File: config.mk
export PLATFORM = sky130hd
export DESIGN_NAME = fibo_bcd_display
export DESIGN_NICKNAME = d
export VERILOG_FILES = /design/src/rtl/fibo_bcd_display.sv
export SDC_FILE = /design/constraint.sdc
export NUM_CORES = 1
export LEC_CHECK = 0
export CAP_MARGIN = 10
export CORE_MARGIN = 2
export CORE_UTILIZATION = 30
export CTS_BUF_LIST = sky130_fd_sc_hd__clkbuf_16
export DETAILED_ROUTE_END_ITERATION = 8
export GPL_TIMING_DRIVEN = 0
export PLACE_DENSITY = 0.55
export SKIP_CTS_REPAIR_TIMING = 1
export SYNTH_ARGS = -nofsm -noshare
export SYNTH_HDL_FRONTEND = slang
export SYNTH_SLANG_ARGS = --single-unit
File: constraint.sdc
create_clock -name clk -period 3.5 [get_ports clk]
set_input_delay 0.7 -clock clk [delete_from_list [all_inputs] [get_ports clk]]
set_output_delay 0.7 -clock clk [all_outputs]
set_load 0.05 [all_outputs]
File: src/rtl/fibo_bcd_display.sv
// Binary-to-BCD display stage for the Fibonacci calculator: a double-dabble engine
// started on the rising edge of done, feeding five 7-segment digit drivers.
module fibo_bcd_display #(
  parameter bit BLANK_LZ       = 1'b1,
  parameter bit SEG_ACTIVE_LOW = 1'b1
) (
  input  logic        clk,
  input  logic        reset_n,
  input  logic [15:0] bin_in,
  input  logic        bin_valid,
  output logic        busy,
  output logic        conv_done,
  output logic [19:0] bcd_out,
  output logic [34:0] seg_out
);

  typedef enum logic {IDLE, CONVERT} state_t;

  state_t      state, state_next;
  logic        valid_q;
  logic        rise;
  logic [15:0] shift_q;
  logic [19:0] scratch_q;
  logic [3:0]  count_q;
  logic [19:0] scratch_adj;
  logic [19:0] scratch_next;
  logic [15:0] shift_next;
  logic        last_iter;
  logic [3:0]  digit;
  logic [6:0]  pattern;
  logic        any_nz;

  assign rise      = bin_valid & ~valid_q;
  assign last_iter = (count_q == 4'd15);

  always_ff @(posedge clk or negedge reset_n) begin
    if (!reset_n) state <= IDLE;
    else          state <= state_next;
  end

  always_comb begin
    state_next = state;
    case (state)
      IDLE:    if (rise)      state_next = CONVERT;
      CONVERT: if (last_iter) state_next = IDLE;
      default: state_next = IDLE;
    endcase
  end

  always_comb begin
    busy = (state == CONVERT);
  end

  // One double-dabble iteration: add 3 to digits >= 5, then shift the pair left.
  always_comb begin
    scratch_adj = scratch_q;
    for (int i = 0; i < 5; i++) begin
      if (scratch_q[4*i +: 4] >= 4'd5)
        scratch_adj[4*i +: 4] = scratch_q[4*i +: 4] + 4'd3;
    end
    scratch_next = {scratch_adj[18:0], shift_q[15]};
    shift_next   = {shift_q[14:0], 1'b0};
  end

  always_ff @(posedge clk or negedge reset_n) begin
    if (!reset_n) begin
      valid_q   <= 1'b0;
      shift_q   <= '0;
      scratch_q <= '0;
      count_q   <= '0;
      bcd_out   <= '0;
      conv_done <= 1'b0;
    end else begin
      valid_q   <= bin_valid;
      conv_done <= 1'b0;
      case (state)
        IDLE: begin
          if (rise) begin
            shift_q   <= bin_in;
            scratch_q <= '0;
            count_q   <= '0;
          end
        end
        CONVERT: begin
          shift_q   <= shift_next;
          scratch_q <= scratch_next;
          count_q   <= count_q + 4'd1;
          if (last_iter) begin
            bcd_out   <= scratch_next;
            conv_done <= 1'b1;
          end
        end
        default: ;
      endcase
    end
  end

  // Scan from the most significant digit so leading zeros can be blanked.
  always_comb begin
    seg_out = '0;
    digit   = '0;
    pattern = '0;
    any_nz  = 1'b0;
    for (int i = 4; i >= 0; i--) begin
      digit  = bcd_out[4*i +: 4];
      any_nz = any_nz | (digit != 4'd0);
      case (digit)
        4'd0:    pattern = 7'b0111111;
        4'd1:    pattern = 7'b0000110;
        4'd2:    pattern = 7'b1011011;
        4'd3:    pattern = 7'b1001111;
        4'd4:    pattern = 7'b1100110;
        4'd5:    pattern = 7'b1101101;
        4'd6:    pattern = 7'b1111101;
        4'd7:    pattern = 7'b0000111;
        4'd8:    pattern = 7'b1111111;
        4'd9:    pattern = 7'b1101111;
        default: pattern = 7'b0000000;
      endcase
      if (BLANK_LZ && (i != 0) && !any_nz)
        pattern = 7'b0000000;
      seg_out[7*i +: 7] = SEG_ACTIVE_LOW ? ~pattern : pattern;
    end
  end

endmodule

# ---- Word-level counts from Yosys, hierarchy flattened
# Memory sizes are Yosys's and may differ from the RTL's.
# Index checks and enable logic that the tools add are counted.
dict set report totals {
  register_bits 63
  latch_bits 0
  mem_bits_rw 0
  mem_bits_ro 560
  in_bits 19
  memories 5
}
# name depth width read_ports rd_ports_with_merged_regs wr line_no
set memory_table {}
lappend memory_table {{(no name shown)} 16 7 1 0 0 107} ;# case (digit)
lappend memory_table {{(no name shown)} 16 7 1 0 0 107}
lappend memory_table {{(no name shown)} 16 7 1 0 0 107}
lappend memory_table {{(no name shown)} 16 7 1 0 0 107}
lappend memory_table {{(no name shown)} 16 7 1 0 0 107}
dict set report classes {
  add_sub_neg 6
  mul 0
  div 0
  magnitude_cmp 5
  n_eq_ne 2
  shift 0
  n_mux 20
  bitwise_logic 11
  reduce_logical 5
}
# cell n
set op_table {}
lappend op_table {{$pmux 20 s2} 1}
lappend op_table {{$not 7->7} 5}
lappend op_table {{$pmux 16 s2} 1}
lappend op_table {{$mux 7} 4}
lappend op_table {{$ge 4x3->1 const B} 5}
lappend op_table {{$mux 20} 1}
lappend op_table {{$mux 4} 5}
lappend op_table {{$add 4x2->4 const B} 4}
lappend op_table {{$mux 16} 1}
lappend op_table {{$reduce_bool 4->1} 4}
lappend op_table {{$pmux 4 s2} 1}
lappend op_table {{$add 4x1->4 const B} 1}
lappend op_table {{$eq 4x4->1 const B} 1}
lappend op_table {{$mux 1} 4}
lappend op_table {{$add 3x2->3 const B} 1}
lappend op_table {{$mux 3} 1}
lappend op_table {{$or 1x1->1} 3}
lappend op_table {{$ne 2x2->1 const B} 1}
lappend op_table {{$not 1->1} 2}
lappend op_table {{$pmux 1 s2} 1}
lappend op_table {{$reduce_and 2->1} 1}
lappend op_table {{$and 1x1->1} 1}

# ---- Logic depth before layout (Yosys ltp)
dict set report depth {
  word_depth 6
  mapped_depth 6
  depth_no_buf 6
}

# ---- Worst setup path before layout
# No wires, ideal clock.
dict set report synth_path {
  kind {flip-flop to output port}
  from {reg bcd_out[17]}
  to {out seg_out[17]}
  arrival_ns 2.722
  t_required_ns 2.800
  path_slack_ns 0.078
  stages_incl_launch_ff 7
  cell_sequence {dfrtp_1 > inv_1 > ha_1 > nor2b_4 > and3_2 > a2111oi_2 > a311oi_1}
}
dict set report synth_between {
  elab_chain_len 5
}
# item line_no
set synth_lines {}
lappend synth_lines {{from (decl)} 13} ;# output logic [19:0] bcd_out,
lappend synth_lines {{from (signal assigned)} 89} ;# bcd_out <= scratch_next;
lappend synth_lines {{$reduce_bool 4->1} 106} ;# any_nz = any_nz | (digit != 4'd0);
lappend synth_lines {{$or 1x1->1 (2 in a row)} 106}
lappend synth_lines {{$mux 7} 120} ;# if (BLANK_LZ && (i != 0) && !any_nz)
lappend synth_lines {{$not 7->7} 122} ;# seg_out[7*i +: 7] = SEG_ACTIVE_LOW ? ~pattern : pattern;
lappend synth_lines {{to (decl)} 14} ;# output logic [34:0] seg_out
# Every way passes these cells.

# ---- Worst setup path in the final report
dict set report layout_path {
  from {reg bcd_out[17]}
  to {out seg_out[15]}
}
# The elaborated chain is that of the path after synthesis.

==> PnR_summary.wiki <==
{| class="wikitable"
! Metric !! Value
|-
| Outcome || complete, no violations
|-
| Placed cells || 677
|-
| CORE AREA || 12700 sq um
|-
| Gr ovfl total || 0
|-
| Fraction of layout cells with a size suffix above 1 || 8.64%
|-
| Clock Pin Slew Worst Setup and Hold Paths || 0.05 ns
|-
| Area contributors post-synth || sky130_fd_sc_hd__dfrtp_1, sky130_fd_sc_hd__ha_1, sky130_fd_sc_hd__o21ai_0, sky130_fd_sc_hd__nand2_1, sky130_fd_sc_hd__mux2i_1
|-
| Critical path endpoint category || output pin
|-
| Arrival time of data at the critical path endpoint || 2.61 ns
|-
| Number of antenna repair diodes || 0
|-
| Syn avg cell area || 9.19 sq um
|-
| Prevailing post-synth register cell || sky130_fd_sc_hd__dfrtp_1
|-
| Worst-skew pair later-pin latency || 0.32 ns
|-
| Proportion of synthesized flip-flops having asynchronous set or reset || 100%
|-
| Classification of the worst-slack hold path || input pin to asynchronous set/reset pin
|-
| Number of optimization iterations in the first detailed-route pass || 6
|-
| Max-Cap Viols || 0
|-
| Nets in the synthesized netlist || 485
|-
| Number of filler instances in the final layout || 1310
|-
| Area of combinational cells with multiple inputs || 2180 sq um
|-
| Synthesized cell area || 3950 sq um
|-
| Die Span Y || 119 microns
|-
| Most common library cells after synthesis || sky130_fd_sc_hd__dfrtp_1, sky130_fd_sc_hd__o21ai_0, sky130_fd_sc_hd__nand2_1, sky130_fd_sc_hd__ha_1, sky130_fd_sc_hd__a21oi_1
|-
| Average routed wire per standard cell || 12.6 microns
|-
| Clock tree from TritonCTS || built
|-
| Post-DP HPWL || 6460 microns
|-
| # clock sinks || 63
|-
| Portion of the clock cycle consumed by the worst path in the final layout || 94.5%
|-
| Vias in the first global route || 3249
|-
| Cell row count || 41
|-
| Largest net degree at the start of global routing || 64
|-
| Floorplan die width || 119 microns
|-
| Post-Route WL || 8730 microns
|-
| Cell taking the most area after synthesis || sky130_fd_sc_hd__dfrtp_1
|-
| Fmax || 303 MHz
|-
| Worst-Margin Slew || 0.800 ns
|-
| Count of endpoints failing setup in the final report || 0
|-
| Required time at the endpoint of the critical path || 2.80 ns
|-
| Gate count after technology mapping || 430
|-
| Setup repair after global routing missed its margin || false
|-
| TritonCTS buffer count || 9
|-
| Maximum clock insertion buffer count || 2
|-
| Start-to-end type of the worst setup path || flip-flop to output pin
|-
| CTS root buf || sky130_fd_sc_hd__clkbuf_16
|-
| Final worst-path setup slack || 0.194 ns
|-
| Minimum hold slack || 0.463 ns
|-
| Vias per cell || 4.73
|-
| Finished layout cell area || 5250 sq um
|-
| Starting utilization of the core area || 31.1%
|-
| Number of antenna violations at the first check in global routing || 0
|-
| Via Count || 3278
|-
| Number of standard cells in the layout, taps in and fillers out || 693
|-
| Max-slew violations || 0
|-
| Minimum clock period || 3.31 ns
|-
| Sequential cell area fraction in the yosys report || 39.9%
|-
| Worst-case clock skew || 0.00705 ns
|-
| Highest fanout seen on the critical path || 6
|-
| # H-tree levels || 3
|-
| Number of top-level pins || 76
|-
| Number of nets with antenna violations after routing || 0
|-
| Synthesized flop and latch total || 63
|-
| Post-synth top area share || 39.9%
|-
| Yosys synthesis warning count || 0
|-
| Number of flops mapped to enable cells by yosys || 0
|-
| Routability-driven placement congestion ratio || 0.785
|-
| Area of the die || 14100 sq um
|-
| Total of buffers placed on input and output ports || 75
|-
| First-pass GRT wire length || 15100 microns
|-
| Number of nets at the end of the flow || 571
|-
| DRC violations left || 0
|-
| Hold Vio Cnt, Final || 0
|-
| Leading cell type by number of instances after synthesis || sky130_fd_sc_hd__dfrtp_1
|-
| Iteration-0 DRC count of the detailed router || 165
|-
| Count of different cell masters after synthesis || 44
|-
| Global router's overall resource usage || 12.8%
|-
| Max transition margin || 46.7%
|-
| Area grow syn2layout || 32.7%
|-
| Cell Area, Placed || 4920 sq um
|-
| Setup slack at placement || 0.131 ns
|-
| Sort of element at the start of the critical path || flip-flop
|-
| Area taken by flip-flops and latches || 1580 sq um
|}
[per-stage QoR]
step                      TNS, ns  util [%]
after detailed placement        0      38.7
final                           0      41.2
after floorplan                 0         -
after CTS                   -1.45      41.1
after global routing            0      41.2
after global placement     -29.12      38.7
[area by class of cell]
cell class	instances	area share [%]
multi-input combinational	319	41.5
clock inverter	7	1.53
buffer	18	1.69
sequential	63	30.1
timing repair buffer	75	14.7
tap	172	4.10
inverter	30	2.15
clock buffer	9	4.29
[flip-flops by register name, summed over array words and instances (netlist names)]
register   cells
busy           1
valid_q        1
bcd_out       20
conv_done      1
count_q        4
scratch_q     20
shift_q       16
[path summary, 6_finish.rpt]
kind / start / end / slack, ns / cells past startpoint
min: reset_n / shift_q[9] / 0.46 / 1
max reg2reg: count_q[0] / bcd_out[13] / 1.62 / 5
min reg2reg: shift_q[12] / shift_q[13] / 0.48 / 2
min in group clk: shift_q[12] / shift_q[13] / 0.48 / 2
max: bcd_out[17] / seg_out[15] / 0.19 / 7
max in group asynchronous: reset_n / scratch_q[18] / 2.50 / 1
[per-layer routing]
layer	wire length (microns)	GRT usage [%]	up-vias
met5	0	0	-
met4	95	2.75	0
met3	397	3.62	9
met2	4060	21.5	64
met1	4180	16.4	1543
li1	-	-	1662
[worst max-delay path, stage by stage (launching register included)]
cell and delay [ns]:
sky130_fd_sc_hd__dfrtp_1 0.44, sky130_fd_sc_hd__inv_1 0.15, sky130_fd_sc_hd__ha_1 0.23, sky130_fd_sc_hd__nor2b_4 0.22, sky130_fd_sc_hd__and3_2 0.24, sky130_fd_sc_hd__a221oi_1 0.08
sky130_fd_sc_hd__nor2_1 0.10, sky130_fd_sc_hd__clkdlybuf4s50_1 0.81
[cell usage in the layout (no fill, tap or decap), types with 4 or more instances in the layout]
cell type / instances
sky130_fd_sc_hd__clkbuf_1: 10
sky130_fd_sc_hd__nand3_1: 4
sky130_fd_sc_hd__clkdlybuf4s50_1: 62
sky130_fd_sc_hd__inv_1: 31
sky130_fd_sc_hd__nand2_1: 51
sky130_fd_sc_hd__a22o_1: 15
sky130_fd_sc_hd__nor2_1: 25
sky130_fd_sc_hd__a21oi_1: 30
sky130_fd_sc_hd__dlymetal6s2s_1: 11
sky130_fd_sc_hd__ha_1: 36
sky130_fd_sc_hd__buf_2: 5
sky130_fd_sc_hd__clkbuf_16: 9
sky130_fd_sc_hd__nand2b_1: 12
sky130_fd_sc_hd__dfrtp_1: 63
sky130_fd_sc_hd__mux2i_1: 19
sky130_fd_sc_hd__nor2b_1: 6
sky130_fd_sc_hd__o21ai_0: 57
sky130_fd_sc_hd__nor3_1: 4
sky130_fd_sc_hd__mux2_2: 13
sky130_fd_sc_hd__a31oi_1: 5
sky130_fd_sc_hd__xnor2_1: 5
[cells by family (layout without fill, tap and decap cells)]
logic type / after synthesis / count (layout) / synth area share, %
AO/OA/AOI/OAI: 122 / 122 / 18.2
XOR/XNOR: 7 / 7 / 1.55
adder cells (fa/ha/maj): 36 / 36 / 11.4
buffers and inverters: 48 / 139 / 5.09
flip-flops: 63 / 63 / 39.9
multiplexers: 32 / 32 / 8.51
AND/OR/NAND/NOR: 122 / 122 / 15.4
Power is left out: the tool's default activity adds up to more than one toggle a clock period on the data nets, which glitch-free logic cannot reach.
